==> config.mk <==
export PLATFORM = sky130hd
export DESIGN_NAME = dj8_muldiv_seq
export DESIGN_NICKNAME = d
export VERILOG_FILES = /design/src/rtl/dj8_pkg.sv /design/src/rtl/alu.sv /design/src/rtl/dj8_muldiv_seq.sv
export SDC_FILE = /design/constraint.sdc
export NUM_CORES = 1
export LEC_CHECK = 0
export ABC_AREA = 1
export CORE_MARGIN = 10
export CORE_UTILIZATION = 45
export DETAILED_ROUTE_END_ITERATION = 8
export GPL_ROUTABILITY_DRIVEN = 0
export PLACE_DENSITY = 0.65
export SLEW_MARGIN = 10
export SYNTH_ARGS = -nofsm -noshare
export SYNTH_HDL_FRONTEND = slang
export SYNTH_HIERARCHICAL = 1
export SYNTH_SLANG_ARGS = --single-unit
==> constraint.sdc <==
create_clock -name clk -period 3.75 [get_ports clk]
set_input_delay 0.375 -clock clk [delete_from_list [all_inputs] [get_ports clk]]
set_output_delay 0.375 -clock clk [all_outputs]
set_load 0.005 [all_outputs]
==> src/rtl/dj8_pkg.sv <==
`default_nettype none
// ============================================================================
// Module      : dj8_pkg
// Description : Shared DJ8 definitions: ALU opcodes, shifter selects,
//               MUL/DIV mode encoding and the MUL/DIV sequencer state type.
// Revision    : 1.0 - initial release
// ============================================================================
package dj8_pkg;

    // ALU opcodes
    localparam logic [2:0] c_ALU_ADD  = 3'h0;
    localparam logic [2:0] c_ALU_ADDC = 3'h1;
    localparam logic [2:0] c_ALU_SUBC = 3'h2;
    localparam logic [2:0] c_ALU_MOVR = 3'h3;
    localparam logic [2:0] c_ALU_XOR  = 3'h4;
    localparam logic [2:0] c_ALU_OR   = 3'h5;
    localparam logic [2:0] c_ALU_AND  = 3'h6;
    localparam logic [2:0] c_ALU_MOVI = 3'h7;

    // Post-ALU shifter selects
    localparam logic [1:0] c_SH_NONE = 2'b00;
    localparam logic [1:0] c_SH_SHR  = 2'b01;
    localparam logic [1:0] c_SH_SAR  = 2'b10;

    // MUL/DIV unit mode
    localparam logic c_MODE_MUL = 1'b0;
    localparam logic c_MODE_DIV = 1'b1;

    // Sequencer states
    typedef enum logic [1:0] {
        ST_IDLE = 2'd0,
        ST_RUN  = 2'd1,
        ST_DONE = 2'd2
    } seq_state_t;

endpackage
`default_nettype wire

==> src/rtl/alu.sv <==
`default_nettype none
// ============================================================================
// Module      : alu
// Description : 8-bit DJ8 ALU, purely combinational.
//               i_a, i_b   : operands
//               i_opalu    : opcode (see dj8_pkg)
//               i_c_in     : carry/borrow in (ADDC, SUBC)
//               i_shift    : post-op shift (none / logical right / arith right)
//               o_result   : shifted result
//               o_c_out    : carry out (ADD/ADDC) or borrow out (SUBC)
//               o_zero     : result == 0
// Revision    : 1.0 - initial release
// ============================================================================
module alu
    import dj8_pkg::*;
(
    input  logic [7:0] i_a,
    input  logic [7:0] i_b,
    input  logic [2:0] i_opalu,
    input  logic       i_c_in,
    input  logic [1:0] i_shift,
    output logic [7:0] o_result,
    output logic       o_c_out,
    output logic       o_zero
);

    logic [8:0] w_raw;

    always_comb begin
        w_raw = '0;
        case (i_opalu)
            c_ALU_ADD:  w_raw = {1'b0, i_a} + {1'b0, i_b};
            c_ALU_ADDC: w_raw = {1'b0, i_a} + {1'b0, i_b} + {8'b0, i_c_in};
            // Bit 8 of the 9-bit difference is the borrow out.
            c_ALU_SUBC: w_raw = {1'b0, i_a} - {1'b0, i_b} - {8'b0, i_c_in};
            c_ALU_MOVR: w_raw = {1'b0, i_a};
            c_ALU_XOR:  w_raw = {1'b0, i_a ^ i_b};
            c_ALU_OR:   w_raw = {1'b0, i_a | i_b};
            c_ALU_AND:  w_raw = {1'b0, i_a & i_b};
            c_ALU_MOVI: w_raw = {1'b0, i_b};
            default:    w_raw = '0;
        endcase

        case (i_shift)
            c_SH_SHR: o_result = {1'b0, w_raw[7:1]};
            c_SH_SAR: o_result = {w_raw[7], w_raw[7:1]};
            default:  o_result = w_raw[7:0];
        endcase

        o_c_out = w_raw[8];
        o_zero  = (o_result == 8'h00);
    end

endmodule
`default_nettype wire

==> src/rtl/dj8_muldiv_seq.sv <==
`default_nettype none
// ============================================================================
// Module      : dj8_muldiv_seq
// Description : Multi-cycle unsigned 8x8 multiply (shift-and-add) and 8/8
//               divide (restoring) unit built around one DJ8 ALU instance.
//               clk, rst        : clock, synchronous active-high reset
//               start, mode     : request (sampled in IDLE/DONE), 0=MUL 1=DIV
//               op_a, op_b      : multiplicand/dividend, multiplier/divisor
//               busy, done      : iterating, one-cycle completion pulse
//               res_hi, res_lo  : MUL product hi/lo, DIV remainder/quotient
//               dz              : last operation was a divide by zero
// Revision    : 1.0 - initial release
// ============================================================================
module dj8_muldiv_seq
    import dj8_pkg::*;
(
    input  logic       clk,
    input  logic       rst,
    input  logic       start,
    input  logic       mode,
    input  logic [7:0] op_a,
    input  logic [7:0] op_b,
    output logic       busy,
    output logic       done,
    output logic [7:0] res_hi,
    output logic [7:0] res_lo,
    output logic       dz
);

    seq_state_t r_state, w_state_nxt;
    logic [2:0] r_cnt,   w_cnt_nxt;
    logic [7:0] r_hi,    w_hi_nxt;     // MUL: product high / DIV: remainder
    logic [7:0] r_lo,    w_lo_nxt;     // MUL: multiplier/product low / DIV: quotient
    logic [7:0] r_opb,   w_opb_nxt;    // multiplicand (MUL) or divisor (DIV)
    logic       r_mode,  w_mode_nxt;
    logic       r_dz,    w_dz_nxt;

    logic [7:0] w_alu_a;
    logic [7:0] w_alu_b;
    logic [2:0] w_alu_op;
    logic [7:0] w_alu_res;
    logic       w_alu_cout;
    logic       w_alu_zero_unused;
    logic [7:0] w_div_s;
    logic       w_div_ok;

    // ALU operand steering, driven only from registers.
    always_comb begin
        w_div_s = {r_hi[6:0], r_lo[7]};
        if (r_mode == c_MODE_DIV) begin
            w_alu_a  = w_div_s;
            w_alu_op = c_ALU_SUBC;
        end else begin
            w_alu_a  = r_hi;
            // MOVR passes hi through with carry 0 when the multiplier bit is 0.
            w_alu_op = r_lo[0] ? c_ALU_ADD : c_ALU_MOVR;
        end
        w_alu_b = r_opb;
    end

    alu u_alu (
        .i_a      (w_alu_a),
        .i_b      (w_alu_b),
        .i_opalu  (w_alu_op),
        .i_c_in   (1'b0),
        .i_shift  (c_SH_NONE),
        .o_result (w_alu_res),
        .o_c_out  (w_alu_cout),
        .o_zero   (w_alu_zero_unused)
    );

    // A shifted-out remainder MSB means the 9-bit partial remainder already
    // exceeds any 8-bit divisor, so the subtraction succeeds regardless of
    // the borrow, and the 8-bit difference is still exact.
    assign w_div_ok = r_hi[7] | ~w_alu_cout;

    always_comb begin
        w_state_nxt = r_state;
        w_cnt_nxt   = r_cnt;
        w_hi_nxt    = r_hi;
        w_lo_nxt    = r_lo;
        w_opb_nxt   = r_opb;
        w_mode_nxt  = r_mode;
        w_dz_nxt    = r_dz;
        busy        = 1'b0;
        done        = 1'b0;

        case (r_state)
            ST_IDLE, ST_DONE: begin
                done = (r_state == ST_DONE);
                if (start) begin
                    w_mode_nxt = mode;
                    w_opb_nxt  = op_b;
                    w_cnt_nxt  = 3'd0;
                    if ((mode == c_MODE_DIV) && (op_b == 8'h00)) begin
                        w_state_nxt = ST_DONE;
                        w_hi_nxt    = op_a;
                        w_lo_nxt    = 8'hFF;
                        w_dz_nxt    = 1'b1;
                    end else begin
                        w_state_nxt = ST_RUN;
                        w_hi_nxt    = 8'h00;
                        w_lo_nxt    = op_a;
                        w_dz_nxt    = 1'b0;
                    end
                end else begin
                    w_state_nxt = ST_IDLE;
                end
            end

            ST_RUN: begin
                busy      = 1'b1;
                w_cnt_nxt = r_cnt + 3'd1;
                if (r_mode == c_MODE_DIV) begin
                    w_hi_nxt = w_div_ok ? w_alu_res : w_div_s;
                    w_lo_nxt = {r_lo[6:0], w_div_ok};
                end else begin
                    w_hi_nxt = {w_alu_cout, w_alu_res[7:1]};
                    w_lo_nxt = {w_alu_res[0], r_lo[7:1]};
                end
                if (r_cnt == 3'd7) begin
                    w_state_nxt = ST_DONE;
                end
            end

            default: w_state_nxt = ST_IDLE;
        endcase
    end

    always_ff @(posedge clk) begin
        if (rst) begin
            r_state <= ST_IDLE;
            r_cnt   <= 3'd0;
            r_hi    <= 8'h00;
            r_lo    <= 8'h00;
            r_opb   <= 8'h00;
            r_mode  <= c_MODE_MUL;
            r_dz    <= 1'b0;
        end else begin
            r_state <= w_state_nxt;
            r_cnt   <= w_cnt_nxt;
            r_hi    <= w_hi_nxt;
            r_lo    <= w_lo_nxt;
            r_opb   <= w_opb_nxt;
            r_mode  <= w_mode_nxt;
            r_dz    <= w_dz_nxt;
        end
    end

    assign res_hi = r_hi;
    assign res_lo = r_lo;
    assign dz     = r_dz;

endmodule
`default_nettype wire

==> results.yml, run 1 <==
detailed_routing:
  ant_nets: 0
  drt_iter0_markers: 320
  vias_per_cell: 5.286
  via_count: 4213
  drtPass1Iterations: 4
  drcViolationCount: 0
  drt-wirelength-per-cell_um: 14.19
  wirelength_mm: 11.31
job:
  maxCapViolations: 0
grt:
  grt_max_degree: 27
  met2_usage: 0.2947
  grt_overflow: 0
  met3_usage: 0.03355
  antenna_found_initial: 0
  grt_pass1_vias: 4005
  grt.met1_usage: 0.2283
  grtUsageTotal: 0.1781
  grt_pass1_wl_mm: 19.11
  top_usage_layer: "met2"
critical_path:
  path_class: "flip-flop to flip-flop"
  arrival_ps: 3580
  startpoint_type: "flip-flop"
  r2r_slack_ps: 340
  reg2reg_depth: 17
  worstPathMaxFanout: 10
  crit_path_end_kind: "flip-flop"
  endpoint: "res_hi[4]"
  rr_endpoint: "res_hi[4]"
  r2r-start: "r_mode"
  cp.required_ps: 3930
  startpoint: "r_mode"
layout:
  syn2layout_area_growth_pct: 15.08
  final_nets: 747
  antenna_cells: 0
  layout-drive-gt1-share: 0.08815
  stdcell_count: 797
sta:
  setup_tns_ps: 0
  slew_viol_final: 0
  rsz0062_at_grt: "false"
  setup_viol: 0
  max-slew-margin-rel: 0.4718
  worst_clock_skew_ps: 8.927
  fmaxAchievable_mhz: 293.6
  tightest_slew_ps: 786.3
  hold_viol: 0
  period_share: 0.9083
  period_needed_ps: 3406
place:
  hpwlAfterDp_mm: 9.191
  portBuffers: 38
  dpl.cell_count: 789
clocking:
  cts_root_buffer: "clkbuf_8"
  clk_latency_ps: 290
  cts_hold_buffers: 0
  htreeDepth: 2
  clockBufferDepth: 2
  numCtsBuffers: 5
  cts_sinks: 31
  path_clk_slew_ps: 70
  tritoncts: "built"
run_status:
  outcome: "complete, no violations"
power_and_ir_drop:
  powerDensity_mw_per_mm2: 301.5
  p_leak_uw: 0.002098
  vdd_ir_drop_max_mv: 0.2484
synth:
  syn_area_per_cell_sq_um: 5.921
  netlist_area_sq_mm: 0.003825
  yosys_warnings: 6
  synthCells: 646
worst_hold_path:
  hp-class: "flip-flop to flip-flop"
floorplan:
  fp.dieW_um: 112.2
  start_util: 0.4632
  row_count: 33
  core_area_sq_mm: 0.008258
  io_pins: 39
  die_area_sq_mm: 0.01259
  die_y_um: 112.2
[metal layers]
layer / vias to the layer above / wire (um)
met5: - / 0
met4: 0 / 223
met3: 21 / 645
met2: 124 / 5220
met1: 1919 / 5218
li1: 2149 / -
[critical path, cell delays in order (launching register included)]
cell,delay (ps)
dfxtp_2,420
o21ai_0,130
buf_4,170
fa_1,590
inv_1,60
ha_1,160
o21ai_0,330
nand2_1,220
nand2_1,110
nand2_1,80
nand2_1,80
a21oi_1,70
o221ai_1,260
nand2_2,190
nand2_1,110
nand3_1,70
a21oi_1,170
a21oi_2,70
[sequential cells by signal (all words and copies together) (netlist names)]
name and count:
r_state 2, r_opb 8, res_lo 8, res_hi 8
r_mode 1, dz 1, r_cnt 3
[layout by cell type, fill, tap and decap left out, types with 3 or more instances in the layout]
master           instances
inv_2                    5
nand2_1                185
o221ai_1                 3
buf_4                    9
nand3b_1                 4
nand3_1                 71
o21ai_0                 31
inv_1                   87
nand3_2                  8
a21oi_1                 32
clkbuf_8                 6
nor3_1                   4
ha_1                    34
dfxtp_1                 30
nand4_1                  9
nand2_2                  5
nor2_1                  72
conb_1                  12
a21oi_2                  9
o21bai_1                 4
clkdlybuf4s50_1         38
nor2_2                   6
o21ai_1                  6
[how the worst min path moves through the flow]
| stage | start | depth (start not counted) | endpoint | slack [ps] |
|---|---|---|---|---|
| after floorplan | r_cnt[0] | 1 | r_cnt[0] | 430 |
| after global placement | r_cnt[0] | 1 | r_cnt[0] | 450 |
| after detailed placement | r_cnt[0] | 1 | r_cnt[0] | 460 |
| after CTS | r_cnt[0] | 1 | r_cnt[0] | 470 |
| after global routing | r_cnt[0] | 1 | r_cnt[0] | 500 |
| final | r_cnt[1] | 2 | r_cnt[1] | 470 |
[cell type report]
| class | count | area [sq um] |
|---|---|---|
| Tap cell | 105 | 131.4 |
| Clock inverter | 2 | 35.03 |
| Fill cell | 876 | 3856 |
| Clock buffer | 6 | 82.58 |
| Multi-Input combinational cell | 513 | 2729 |
| Timing Repair Buffer | 47 | 447.9 |
| Sequential cell | 31 | 621.8 |
| Inverter | 93 | 354.1 |
[through the flow]
| stage | setup WS [ps] | cell area, sq um | utilization | hold slack (ps) | total power, uW |
|---|---|---|---|---|---|
| floorplan | 329.6 | 3866 | - | 428.7 | 826.2 |
| global placement | 328.6 | 4283 | 0.5186 | 451.8 | 964.3 |
| detailed placement | 260.6 | 4283 | 0.5186 | 460.4 | 974.1 |
| CTS | 242.6 | 4400 | 0.5329 | 473.3 | 1322 |
| global route | 51.85 | 4402 | 0.5330 | 495.2 | 1438 |
| finish | 344.0 | 4402 | 0.5330 | 470.9 | 1327 |
[power by group]
| group | switching [uW] | internal [uW] |
|---|---|---|
| Clock | 130 | 215 |
| Sequential | 31.6 | 355 |
| Combinational | 377 | 218 |
[what timing repair did]
| item | in CTS | in global routing |
|---|---|---|
| buffers inserted | 0 | 0 |
| gates resized for setup | 0 | 1 |
| setup endpoints to repair | 0 | 9 |
Note: power is estimated with default switching activity, not from simulation.
==> run 2: changes to the inputs <==
Settings changed: CORE_UTILIZATION 45 to 35, CTS_BUF_LIST from default to sky130_fd_sc_hd__clkbuf_16, PLACE_DENSITY 0.65 to default.
==> results.yml, run 2 (synthesized netlist as in run 1, its figures left out) <==
sta:
  slew_viol_final: 0
  max-slew-margin-rel: 0.5181
  period_needed_ps: 3345
  hold_viol: 0
  worst_clock_skew_ps: 5.596
  rsz0062_at_grt: "false"
  fmaxAchievable_mhz: 299.0
  tightest_slew_ps: 719.0
  setup_viol: 0
  holdWs_ps: 462.0
  setup_tns_ps: 0
  period_share: 0.8919
grt:
  top_usage_layer: "met2"
  antenna_found_initial: 0
  met3_usage: 0.02468
  grtUsageTotal: 0.1426
  grt_max_degree: 27
  met2_usage: 0.2348
  grt_overflow: 0
  grt.met1_usage: 0.1848
  grt_pass1_wl_mm: 19.07
  grt_pass1_vias: 4026
clocking:
  cts_hold_buffers: 0
  cts_setup_buffers: 0
  tritoncts: "built"
  path_clk_slew_ps: 60
  cts_sinks: 31
  cts_root_buffer: "clkbuf_16"
  clockBufferDepth: 2
  htreeDepth: 2
  numCtsBuffers: 5
  clk_latency_ps: 270
detailed_routing:
  drtPass1Iterations: 5
  drcViolationCount: 0
  drt_iter0_markers: 312
  via_count: 4165
  wirelength_mm: 11.46
  ant_nets: 0
  vias_per_cell: 5.006
  drt-wirelength-per-cell_um: 13.77
critical_path:
  arrival_ps: 3480
  startpoint: "res_hi[3]"
  worstPathMaxFanout: 9
  startpoint_type: "flip-flop"
  path_class: "flip-flop to flip-flop"
  cp.required_ps: 3880
  endpoint: "res_hi[4]"
  r2r-start: "res_hi[3]"
  rr_endpoint: "res_hi[4]"
  crit_path_end_kind: "flip-flop"
  reg2reg_depth: 19
  r2r_slack_ps: 410
layout:
  antenna_cells: 0
  seq_area_sq_um: 621.8
  final_cell_mix: "185 x nand2_1, 87 x inv_1, 72 x nor2_1, 71 x nand3_1, 38 x clkdlybuf4s50_1"
  multi_input_area_sq_mm: 0.002746
  postLayoutCellArea_sq_mm: 0.004486
  syn2layout_area_growth_pct: 17.27
  n_fill_cell: 1144
  layout-drive-gt1-share: 0.08960
  final_nets: 747
  layout_commonest_cell: "nand2_1"
place:
  portBuffers: 38
  hpwlAfterDp_mm: 9.167
  place_area_sq_mm: 0.004327
floorplan:
  core_area_sq_mm: 0.01079
  die_y_um: 124.5
  io_pins: 39
  fp.dieW_um: 124.5
  row_count: 38
  start_util: 0.3544
  die_area_sq_mm: 0.01551
power_and_ir_drop:
  vdd_ir_drop_max_mv: 0.2085
  powerDensity_mw_per_mm2: 307.5
  p_leak_uw: 0.002101
  finalPower_uw: 1379
worst_hold_path:
  hp-class: "flip-flop to flip-flop"
  hold_start: "r_cnt[0]"
run_status:
  outcome: "complete, no violations"
job:
  maxCapViolations: 0
==> run 2: changes by cell type in the layout (fill, tap and decap cells not counted), sizes merged <==
cell | before | now
bufinv | 1 | 0
clkbuf | 6 | 5
clkinv | 1 | 2
clkinvlp | 0 | 1
==> run 2: timing repair <==
action / in CTS / in global routing
endpoints found under the hold margin: 0 / 0
endpoints found under the setup margin: 0 / 9
gates resized for setup: 0 / 6
==> run 2: final cells by class <==
| type | count | area share |
|---|---|---|
| clock buffer | 5 | 0.02789 |
| sequential | 31 | 0.1386 |
| tap | 140 | 0.03905 |
| clock inverter | 3 | 0.003347 |
| multi-input combinational | 513 | 0.6123 |
| inverter | 93 | 0.07894 |
| timing repair buffer | 47 | 0.09986 |
==> run 2: worst max-delay path, cell delays in order (launching register included) <==
cell	delay, ps
dfxtp_1	390
inv_1	70
o21ai_0	460
inv_1	220
ha_4	380
nand2_1	140
nand2_1	90
nand2_1	80
o21ai_0	180
inv_1	60
nand2_1	100
nand2_1	70
nand3_1	70
nand2_1	50
o221ai_1	250
nand2_2	180
nand2_1	100
nand3_1	80
a21oi_1	170
a21oi_2	70
==> run 2: metal layers <==
layer | vias up | routed length (um)
li1 | 2150 | -
met1 | 1892 | 5473
met2 | 106 | 5127
met3 | 17 | 626
met4 | 0 | 229
met5 | - | 0
==> run 2: how the worst min path moves through the flow <==
stage | cells past startpoint | to
final | 1 | r_cnt[0]
after global routing | 1 | r_cnt[0]
after CTS | 1 | r_cnt[0]
after detailed placement | 1 | r_cnt[0]
after global placement | 1 | r_cnt[0]
after floorplan | 1 | r_cnt[0]
==> run 2: stage by stage <==
stage,worst slack [ps],instances,utilization
2_1_floorplan,329.6,657,-
3_3_place_gp,241.5,824,0.4009
3_5_place_dp,144.1,824,0.4009
4_1_cts,120.0,832,0.4139
5_1_grt,0.8780,832,0.4156
6_report,405.3,832,0.4156
==> run 2: power by group <==
group          switching [uW]  internal, uW  leakage [uW]
combinational             381           224       0.00178
clock                     146           241     0.0000649
sequential               32.4           355      0.000255
